### src/rtl/pos_pid_mc.sv
`default_nettype none
// ============================================================================
//  Module   : pos_pid_mc
//  Purpose  : Multi-channel, time-multiplexed position PID controller for the
//             galvo loop. One shared multiplier serves CH axes in turn, once
//             per ADC sample set. Gains and limits are shared by all axes.
//             The integrator and previous error are kept per channel.
//  Ports    : clk_pid, sys_rstn        - clock, async active-low reset
//             kp, ki, kd               - unsigned shared gains (FRAC frac bits)
//             dac_limit                - unsigned output magnitude limit
//             pid_i_saturation         - unsigned integrator magnitude limit
//             pos_target, pos_adc      - packed unsigned per-channel positions
//             adc_valid / adc_ready    - sample handshake (ready in IDLE only)
//             pid_clr                  - clear state, abort computation
//             pos_dac / dac_valid      - packed signed results, 1-cycle strobe
//             overrun                  - 1-cycle pulse: sample dropped (busy)
//  Revision : 1.0  initial release
// ============================================================================
module pos_pid_mc #(
  parameter int CH   = 2,
  parameter int DW   = 16,
  parameter int KW   = 16,
  parameter int IW   = 24,
  parameter int FRAC = 10
) (
  input  logic               clk_pid,
  input  logic               sys_rstn,
  input  logic [KW-1:0]      kp,
  input  logic [KW-1:0]      ki,
  input  logic [KW-1:0]      kd,
  input  logic [DW-1:0]      dac_limit,
  input  logic [IW-1:0]      pid_i_saturation,
  input  logic [CH*DW-1:0]   pos_target,
  input  logic [CH*DW-1:0]   pos_adc,
  input  logic               adc_valid,
  input  logic               pid_clr,
  output logic               adc_ready,
  output logic [CH*DW-1:0]   pos_dac,
  output logic               dac_valid,
  output logic               overrun
);

  // Internal widths: error, derivative, integrator sum, product, accumulator.
  localparam int EW  = DW + 1;
  localparam int DEW = DW + 2;
  localparam int ISW = IW + 1;
  localparam int PW  = KW + 1 + IW;
  localparam int AW  = KW + IW + 4;
  localparam int NW  = (CH > 1) ? $clog2(CH) : 1;

  localparam logic [IW-1:0] C_IMAX  = {1'b0, {(IW-1){1'b1}}};
  localparam logic [DW-1:0] C_DMAX  = {1'b0, {(DW-1){1'b1}}};
  localparam logic [NW-1:0] C_NLAST = NW'(CH - 1);

  typedef enum logic [2:0] {
    S_IDLE = 3'd0,
    S_ERR  = 3'd1,
    S_MP   = 3'd2,
    S_MI   = 3'd3,
    S_MD   = 3'd4,
    S_OUT  = 3'd5,
    S_DONE = 3'd6
  } state_t;

  state_t               state_q, state_d;
  logic [NW-1:0]        n_q, n_d;

  // Operands captured at accept so the run is immune to input changes.
  logic [DW-1:0]        tgt_q   [CH];
  logic [DW-1:0]        adc_q   [CH];
  logic [KW-1:0]        kp_q, ki_q, kd_q;
  logic [DW-1:0]        dlim_q;
  logic [IW-1:0]        isat_q;

  // Per-channel loop state.
  logic signed [IW-1:0] integ_q [CH];
  logic signed [EW-1:0] eprev_q [CH];

  // Working registers for the channel being processed.
  logic signed [EW-1:0]  e_q;
  logic signed [DEW-1:0] de_q;
  logic signed [IW-1:0]  inew_q;
  logic signed [AW-1:0]  acc_q;

  // Results are collected in the shadow and published together.
  logic [DW-1:0]        shadow_q [CH];
  logic [DW-1:0]        dac_q    [CH];
  logic                 dac_valid_q;
  logic                 overrun_q;

  // --------------------------------------------------------------------------
  // Error, derivative and saturated integrator for channel n_q
  // --------------------------------------------------------------------------
  logic signed [EW-1:0]  w_e;
  logic signed [DEW-1:0] w_de;
  logic signed [ISW-1:0] w_isum;
  logic [IW-1:0]         w_ilim_u;
  logic signed [ISW-1:0] w_ilim;
  logic signed [ISW-1:0] w_ilim_n;
  logic signed [IW-1:0]  w_integ;

  always_comb begin
    w_e      = $signed({1'b0, tgt_q[n_q]}) - $signed({1'b0, adc_q[n_q]});
    w_de     = DEW'(w_e) - DEW'(eprev_q[n_q]);
    w_isum   = ISW'(integ_q[n_q]) + ISW'(w_e);
    // The limit cannot exceed what the signed integrator register can hold.
    w_ilim_u = (isat_q > C_IMAX) ? C_IMAX : isat_q;
    w_ilim   = $signed({1'b0, w_ilim_u});
    w_ilim_n = -w_ilim;
    if (w_isum > w_ilim) begin
      w_integ = w_ilim[IW-1:0];
    end else if (w_isum < w_ilim_n) begin
      w_integ = w_ilim_n[IW-1:0];
    end else begin
      w_integ = w_isum[IW-1:0];
    end
  end

  // --------------------------------------------------------------------------
  // Shared multiplier: gain (zero-extended) times the state's operand
  // --------------------------------------------------------------------------
  logic [KW-1:0]         w_gain;
  logic signed [IW-1:0]  w_op;
  logic signed [PW-1:0]  w_prod;

  always_comb begin
    w_gain = kp_q;
    w_op   = IW'(e_q);
    case (state_q)
      S_MI: begin
        w_gain = ki_q;
        w_op   = inew_q;
      end
      S_MD: begin
        w_gain = kd_q;
        w_op   = IW'(de_q);
      end
      default: ;
    endcase
  end

  assign w_prod = PW'($signed({1'b0, w_gain})) * PW'(w_op);

  // --------------------------------------------------------------------------
  // Output scaling and symmetric clamp
  // --------------------------------------------------------------------------
  logic signed [AW-1:0] w_sh;
  logic [DW-1:0]        w_dlim_u;
  logic signed [AW-1:0] w_dlim;
  logic signed [AW-1:0] w_dlim_n;
  logic [DW-1:0]        w_y;

  always_comb begin
    w_sh     = acc_q >>> FRAC;
    // Keep the limit inside the positive range of a signed DW-bit word.
    w_dlim_u = (dlim_q > C_DMAX) ? C_DMAX : dlim_q;
    w_dlim   = $signed(AW'(w_dlim_u));
    w_dlim_n = -w_dlim;
    if (w_sh > w_dlim) begin
      w_y = w_dlim[DW-1:0];
    end else if (w_sh < w_dlim_n) begin
      w_y = w_dlim_n[DW-1:0];
    end else begin
      w_y = w_sh[DW-1:0];
    end
  end

  // --------------------------------------------------------------------------
  // FSM
  // --------------------------------------------------------------------------
  always_ff @(posedge clk_pid or negedge sys_rstn) begin
    if (!sys_rstn) begin
      state_q <= S_IDLE;
      n_q     <= '0;
    end else begin
      state_q <= state_d;
      n_q     <= n_d;
    end
  end

  always_comb begin
    state_d = state_q;
    n_d     = n_q;
    if (pid_clr) begin
      state_d = S_IDLE;
      n_d     = '0;
    end else begin
      case (state_q)
        S_IDLE: begin
          if (adc_valid) begin
            state_d = S_ERR;
            n_d     = '0;
          end
        end
        S_ERR:  state_d = S_MP;
        S_MP:   state_d = S_MI;
        S_MI:   state_d = S_MD;
        S_MD:   state_d = S_OUT;
        S_OUT: begin
          if (n_q == C_NLAST) begin
            state_d = S_DONE;
          end else begin
            state_d = S_ERR;
            n_d     = n_q + 1'b1;
          end
        end
        S_DONE:  state_d = S_IDLE;
        default: state_d = S_IDLE;
      endcase
    end
  end

  // --------------------------------------------------------------------------
  // Datapath registers
  // --------------------------------------------------------------------------
  always_ff @(posedge clk_pid or negedge sys_rstn) begin
    if (!sys_rstn) begin
      for (int i = 0; i < CH; i++) begin
        tgt_q[i]    <= '0;
        adc_q[i]    <= '0;
        integ_q[i]  <= '0;
        eprev_q[i]  <= '0;
        shadow_q[i] <= '0;
        dac_q[i]    <= '0;
      end
      kp_q        <= '0;
      ki_q        <= '0;
      kd_q        <= '0;
      dlim_q      <= '0;
      isat_q      <= '0;
      e_q         <= '0;
      de_q        <= '0;
      inew_q      <= '0;
      acc_q       <= '0;
      dac_valid_q <= 1'b0;
      overrun_q   <= 1'b0;
    end else begin
      dac_valid_q <= 1'b0;
      overrun_q   <= 1'b0;
      if (pid_clr) begin
        // Abort: loop state cleared, published outputs left untouched.
        for (int i = 0; i < CH; i++) begin
          integ_q[i] <= '0;
          eprev_q[i] <= '0;
        end
      end else begin
        if (adc_valid && (state_q != S_IDLE)) begin
          overrun_q <= 1'b1;
        end
        case (state_q)
          S_IDLE: begin
            if (adc_valid) begin
              for (int i = 0; i < CH; i++) begin
                tgt_q[i] <= pos_target[i*DW +: DW];
                adc_q[i] <= pos_adc[i*DW +: DW];
              end
              kp_q   <= kp;
              ki_q   <= ki;
              kd_q   <= kd;
              dlim_q <= dac_limit;
              isat_q <= pid_i_saturation;
            end
          end
          S_ERR: begin
            e_q    <= w_e;
            de_q   <= w_de;
            inew_q <= w_integ;
          end
          S_MP: acc_q <= AW'(w_prod);
          S_MI, S_MD: acc_q <= acc_q + AW'(w_prod);
          S_OUT: begin
            // Loop state is committed only once the channel's result exists.
            shadow_q[n_q] <= w_y;
            integ_q[n_q]  <= inew_q;
            eprev_q[n_q]  <= e_q;
          end
          S_DONE: begin
            for (int i = 0; i < CH; i++) begin
              dac_q[i] <= shadow_q[i];
            end
            dac_valid_q <= 1'b1;
          end
          default: ;
        endcase
      end
    end
  end

  // --------------------------------------------------------------------------
  // Outputs
  // --------------------------------------------------------------------------
  for (genvar g = 0; g < CH; g++) begin : g_pack
    assign pos_dac[g*DW +: DW] = dac_q[g];
  end

  assign adc_ready = (state_q == S_IDLE);
  assign dac_valid = dac_valid_q;
  assign overrun   = overrun_q;

endmodule
`default_nettype wire

### config.mk
export PLATFORM = sky130hd
export DESIGN_NAME = pos_pid_mc
export DESIGN_NICKNAME = d
export VERILOG_FILES = /design/src/rtl/pos_pid_mc.sv
export SDC_FILE = /design/constraint.sdc
export NUM_CORES = 2
export LEC_CHECK = 0
export CAP_MARGIN = 30
export CORE_ASPECT_RATIO = 1.4
export CORE_MARGIN = 3
export CORE_UTILIZATION = 55
export CTS_BUF_LIST = sky130_fd_sc_hd__clkbuf_2
export CTS_CLUSTER_SIZE = 10
export DETAILED_ROUTE_END_ITERATION = 6
export GPL_ROUTABILITY_DRIVEN = 0
export GPL_TIMING_DRIVEN = 0
export HOLD_SLACK_MARGIN = 0.08
export PLACE_DENSITY_LB_ADDON = 0.2
export SKIP_LAST_GASP = 1
export SLEW_MARGIN = 15
export SYNTH_ARGS = -nofsm -noshare
export SYNTH_HDL_FRONTEND = slang
export SYNTH_SLANG_ARGS = --single-unit
export TNS_END_PERCENT = 10
### constraint.sdc
create_clock -name clk_pid -period 13.57 [get_ports clk_pid]
set_input_delay 2.0355 -clock clk_pid [delete_from_list [all_inputs] [get_ports clk_pid]]
set_output_delay 2.0355 -clock clk_pid [all_outputs]
set_load 0.02 [all_outputs]
# Word-level counts from Yosys, hierarchy flattened

Index checks and enable logic that the tools add are counted.
Widths: inputs -> output; s select.

Register bits after elaboration: 407
Latch bits: 0
RAM bits: 0
Bits in read-only memories: 0
Input bits: 156
Logic and storage cells: 110
Memories: 0

$add $sub $neg: 7
$mul: 1
Div/mod/pow operators: 0
$lt $le $gt $ge: 8
Equal/unequal tests: 7
Shift-type cells: 0
Muxes and demuxes: 46
Bitwise operators: 2
Reduce and logical (&&, ||, !) cells: 14

Operator list:

| kind                 | count |
|---|---|
| $mux 24              | 7 |
| $mux 16              | 10 |
| $mux 48              | 2 |
| $pmux 44 s2          | 1 |
| $mux 17              | 4 |
| $mux 34              | 2 |
| $bwmux 48            | 1 |
| $pmux 24 s2          | 1 |
| $add 44x41->44       | 1 |
| $lt 34x44->1         | 1 |
| $neg 16->44          | 1 |
| $mul 17x24->41       | 1 |
| $bwmux 34            | 1 |
| $gt 34x17->1         | 1 |
| $bwmux 32            | 1 |
| $pmux 16 s2          | 1 |
| $add 24x17->25       | 1 |
| $gt 25x25->1         | 1 |
| $lt 25x25->1         | 1 |
| $neg 24->25          | 1 |
| $demux 24 s1         | 1 |
| $gt 24x23->1 const B | 1 |
| $pmux 3 s6           | 1 |
| $sub 17x17->18       | 1 |
| other kinds (23)     | 41 |

# Longest topological paths before layout

Depth after elaboration: 9
Mapped depth: 44
Gate-level depth less buffers: 40

# Worst setup path before layout

No wires, ideal clock.

Path kind: reg-to-reg
From: register state_q[2]
To: register acc_q[42]
Arrival time: 9.550 ns
Data required time: 13.429 ns
Path slack: 3.879 ns
Stages on the path, launching flop included: 42
Buffers on the path: 3
Period minus slack after synthesis: 9.691 ns
Cells stage by stage: dfrtp_1 clkbuf_1 inv_1 nor3_2 nor2_1 clkbuf_1 clkbuf_1 and2_1 a221oi_1 nor2_1 fa_1 inv_1 fa_1 fa_1 inv_1 fa_1 fa_1 inv_1 (+6 left out) o21bai_1 a21o_1 a21o_1 a221o_1 a31oi_1 xnor2_1 ha_1 a21o_1 a21o_1 a21oi_1 o21ai_0 a221o_1 a21oi_1 o31ai_1 a211o_1 a21oi_1 xor2_1 a31oi_1

Longest elaborated chain between the ends: 5
Elaborated cells between the ends (all ways): 11
Classes of those cells: add/sub (1); mul (1); eq/ne (3); mux (3); reduce/logical (3)

RTL lines:

| item                                              | line     | text |
|---|---|---|
| start, declared                                   | 65       | `state_t state_q, state_d;` |
| start signal, assigned                            | 176      | `state_q <= state_d;` |
| $eq 3x3->1 / $eq 3x2->1 (equally long branches)   | 129, 250 |  |
| $pmux 16 s2 / $pmux 24 s2 (equally long branches) | 129      | `case (state_q)` |
| $mul 17x24->41                                    | 142      | `assign w_prod = PW'($signed({1'b0, w_gain})) * PW'(w_op);` |
| $add 44x41->44                                    | 270      | `S_MI, S_MD: acc_q <= acc_q + AW'(w_prod);` |
| $pmux 44 s2                                       | 250      | `case (state_q)` |
| end signal, assigned                              | 269      | `S_MP: acc_q <= AW'(w_prod);` |
| end signal, assigned                              | 270      |  |
| end, declared                                     | 83       | `logic signed [AW-1:0] acc_q;` |

Several ways; a longest one is shown, not always the timed one.
A chain may end at the register's enable or synchronous reset.

# Final worst setup path

Same ends and word-level chain as after synthesis.

==> results.md <==
- Grt ovf: 0
- Crit path DAT: ~14 ns
- #FFs+latches synth: 407
- Final Hold Fails: 0
- Die height: 324 µm
- FF-to-FF Start: state_q[2]$_DFFE_PN0P_
- Vias in the first global route: 34100
- Final wirelength: approximately 120000 µm
- Hold buffers post-CTS: 0
- Cell Area, Placed: around 43000 µm²
- Cell count after synthesis: approximately 4200
- Root buffer cell: clkbuf_2
- Status: finished with violations
- Total number of yosys warnings: 0
- R2r setup slk: about 1.2 ns
- Share of cells above drive strength 1: between 10% and 20%
- Post_cts resized: 0
- Yosys top cell by area: dfrtp_1
- Mean Syn Cell Area: roughly 9.4 µm²
- Finish-stage setup viols: 0
- DP Wirelength: 97400 µm
- Site row count: about 120
- Failing checks: design-rule violations
- Crit path launch type: flip-flop
- Number of H-tree levels: 3
- First-pass GRT wire length: 185000 µm
- CTS buffer count: slightly above 100
- GRT Util Overall: between 30% and 40%
- I/O Buffers: 190
- Longest Clk Path Bufs: 3
- Pre-Repair DR Iteration Count: 7
- Endpoint, Worst Hold: eprev_q[16]$_DFFE_PN0P_
- Post-Syn Area: 39700 µm²
- # IOs: 191
- Crit-path leading delay family: adder cells
- Initial Util: between 50 and 60%
- Post-synth EDFFs: 0
- Max Slew Vio Count: 0
- CTS tree: built
- Asr flop ratio synth: 100%
- Period utilization: 91.5%
- R2r worst-path depth: 42
- Worst-path fanout max: 10
- Endpoint class of the critical path: flip-flop
- Initial antenna violation count: 4
- Setup Skew: 0.210 ns
- Sequential cell area fraction in the yosys report: roughly a quarter
- Max stage delay on crit path: around 0.68 ns
- DR WL/cell: 21.5 µm
- Core box area: between 70000 and 80000 µm²
- Largest net degree at the start of global routing: about 100
- Worst-Margin Slew: ~1.3 ns
- Top post-synthesis cells by area: dfrtp_1 26%, fa_1 19%, ha_1 10%, mux2_2 7.1%, inv_1 4.9%
- Worst r2r dst: acc_q[42]$_DFFE_PN0P_
- Via count: around 33000
- WP data required: between 10 and 15 ns
- Hold Path Class: reg -> reg
- FMAX: just over 80 MHz
- Worst Setup Path Type: reg -> reg
- Synth top cells by count: 517 x inv_1, 433 x nand2_1, 407 x dfrtp_1
- Clock Sink Count: just over 400
- Reg clk slew, reported paths: 0.14 ns
- Final Critical Period: around 12 ns
- Count leader, synth: inv_1
- Area grow syn2layout: 11.1%
- # DRC: 3
- Die Span X: roughly 230 µm
- CP Buf/Inv Count: 10
- Die Area: 75400 µm²
- Routed Antenna Nets: 0
- Post-route setup TNS: 0 ns
- Drt via density: between 5 and 6
- # fillers: 6175
- Top_reg_cell synth: dfrtp_1
- Fin area: 44100 µm²
- Hold depth: 1
- CP max stage cell: clkbuf_1
- Synth cell types: 80
- Slew headroom: about 15%
- RSZ-0062 raised after global routing: no
- HP Start: e_q[16]$_DFFE_PN0P_
- Post-CTS repair timing setup buffer count: 0
- Max_cap viols: 0
- Top cell type's share of synthesized area: 25.7%
- 1st-iter DRT viols: ~1900
- Clk_lat worst skew: 1.39 ns
- Fin nets: between 5000 and 6000
cell usage in the layout (no fill, tap or decap), types with 13 or more instances in the layout:
master,count
o31ai_1,15
nand3_1,34
nor3_1,45
nand2_1,433
or3_1,15
a31oi_1,25
ha_1,319
clkinv_1,17
nor2_1,375
mux2_2,249
nor2b_1,16
or2_2,17
clkdlybuf4s50_1,189
nor4_1,21
a211oi_1,13
o221ai_1,14
a211o_1,13
o21ai_0,159
a21o_1,95
nand2b_1,28
o211ai_1,14
a221oi_1,23
o21a_1,27
and2_1,48
xnor2_1,109
a22o_1,89
mux2i_1,48
nand4_1,38
buf_1,27
o21bai_1,18
clkbuf_1,163
inv_1,517
a21oi_1,207
xor2_1,42
fa_1,381
a221o_1,32
and3_1,18
dfrtp_1,407
clkbuf_2,140
layer usage:
metal  track usage, %  share of wire [%]
met5                0                  0
met3             5.19                5.8
met2             56.8                 50
met4             25.7                9.3
met1             33.5                 35
cells by family (layout without fill, tap and decap cells):
family	count (synthesis)	after routing	synth area share [%]
fa+ha+maj	700	700	29.3
mux	298	298	8.31
simple gates	1133	1133	12.8
other cells	1	9	0.00946
compound gates	813	813	13.8
xor+xnor	151	151	3.34
flops	407	407	25.7
buf+inv	711	1104	6.74
metrics by stage:
step                      util, %  hold WS [ns]  cells  setup slack (ns)
final                        62.2         0.444   5551              1.16
after global routing         62.2         0.477   5550             0.452
after CTS                    62.2         0.460   5542             0.817
after detailed placement     60.8         0.466   5366             0.811
after global placement       60.4         0.458   5342             -7.83
after floorplan                 -         0.444   4216              3.88
worst register-to-register path, delay by kind of cell (launching register included):
family                   cells  cell delay [ns]
buffers and inverters       10             2.68
AND/OR/NAND/NOR              8             2.29
AO/OA/AOI/OAI               14             2.70
XOR/XNOR                     2             0.54
flip-flops                   1             0.33
adder cells (fa/ha/maj)      8             3.81
cell type report:
type | count | area, µm² | area share (%)
Clock buffer | 139 | 696 | 1.58
Buffer | 194 | 733 | 1.66
Multi-Input combinational cell | 3098 | 26800 | 60.9
Sequential cell | 407 | 10200 | 23.1
Antenna cell | 6 | 15.0 | 0.0341
Timing Repair Buffer | 217 | 2220 | 5.03
Tap cell | 936 | 1170 | 2.66
Inverter | 517 | 1940 | 4.40
Clock inverter | 37 | 270 | 0.613
sequential cells by signal, indices dropped and copies added (netlist names):
| signal | count |
|---|---|
| state_q | 3 |
| inew_q | 24 |
| acc_q | 44 |
| shadow_q | 32 |
| n_q | 1 |
| dlim_q | 16 |
| overrun | 1 |
| ki_q | 16 |
| dac_valid | 1 |
| integ_q | 48 |
| adc_q | 32 |
| pos_dac | 32 |
| isat_q | 24 |
| eprev_q | 34 |
| kd_q | 16 |
| de_q | 18 |
| tgt_q | 32 |
| kp_q | 16 |
| e_q | 17 |
worst max-delay path by stage:
| stage | start | to | slack (ns) | cells after the start |
|---|---|---|---|---|
| global route | state_q[2]$_DFFE_PN0P_ | acc_q[42]$_DFFE_PN0P_ | 0.45 | 42 |
| detailed placement | state_q[2]$_DFFE_PN0P_ | acc_q[42]$_DFFE_PN0P_ | 0.81 | 42 |
| floorplan | state_q[2]$_DFFE_PN0P_ | acc_q[42]$_DFFE_PN0P_ | 3.88 | 41 |
| CTS | state_q[2]$_DFFE_PN0P_ | acc_q[42]$_DFFE_PN0P_ | 0.82 | 42 |
| finish | state_q[2]$_DFFE_PN0P_ | acc_q[42]$_DFFE_PN0P_ | 1.16 | 42 |
| global placement | sys_rstn | overrun$_DFF_PN0_ | -7.83 | 1 |
Power is not shown: default switching activity piles up to over one toggle a cycle in this logic, so the estimate is an artifact.
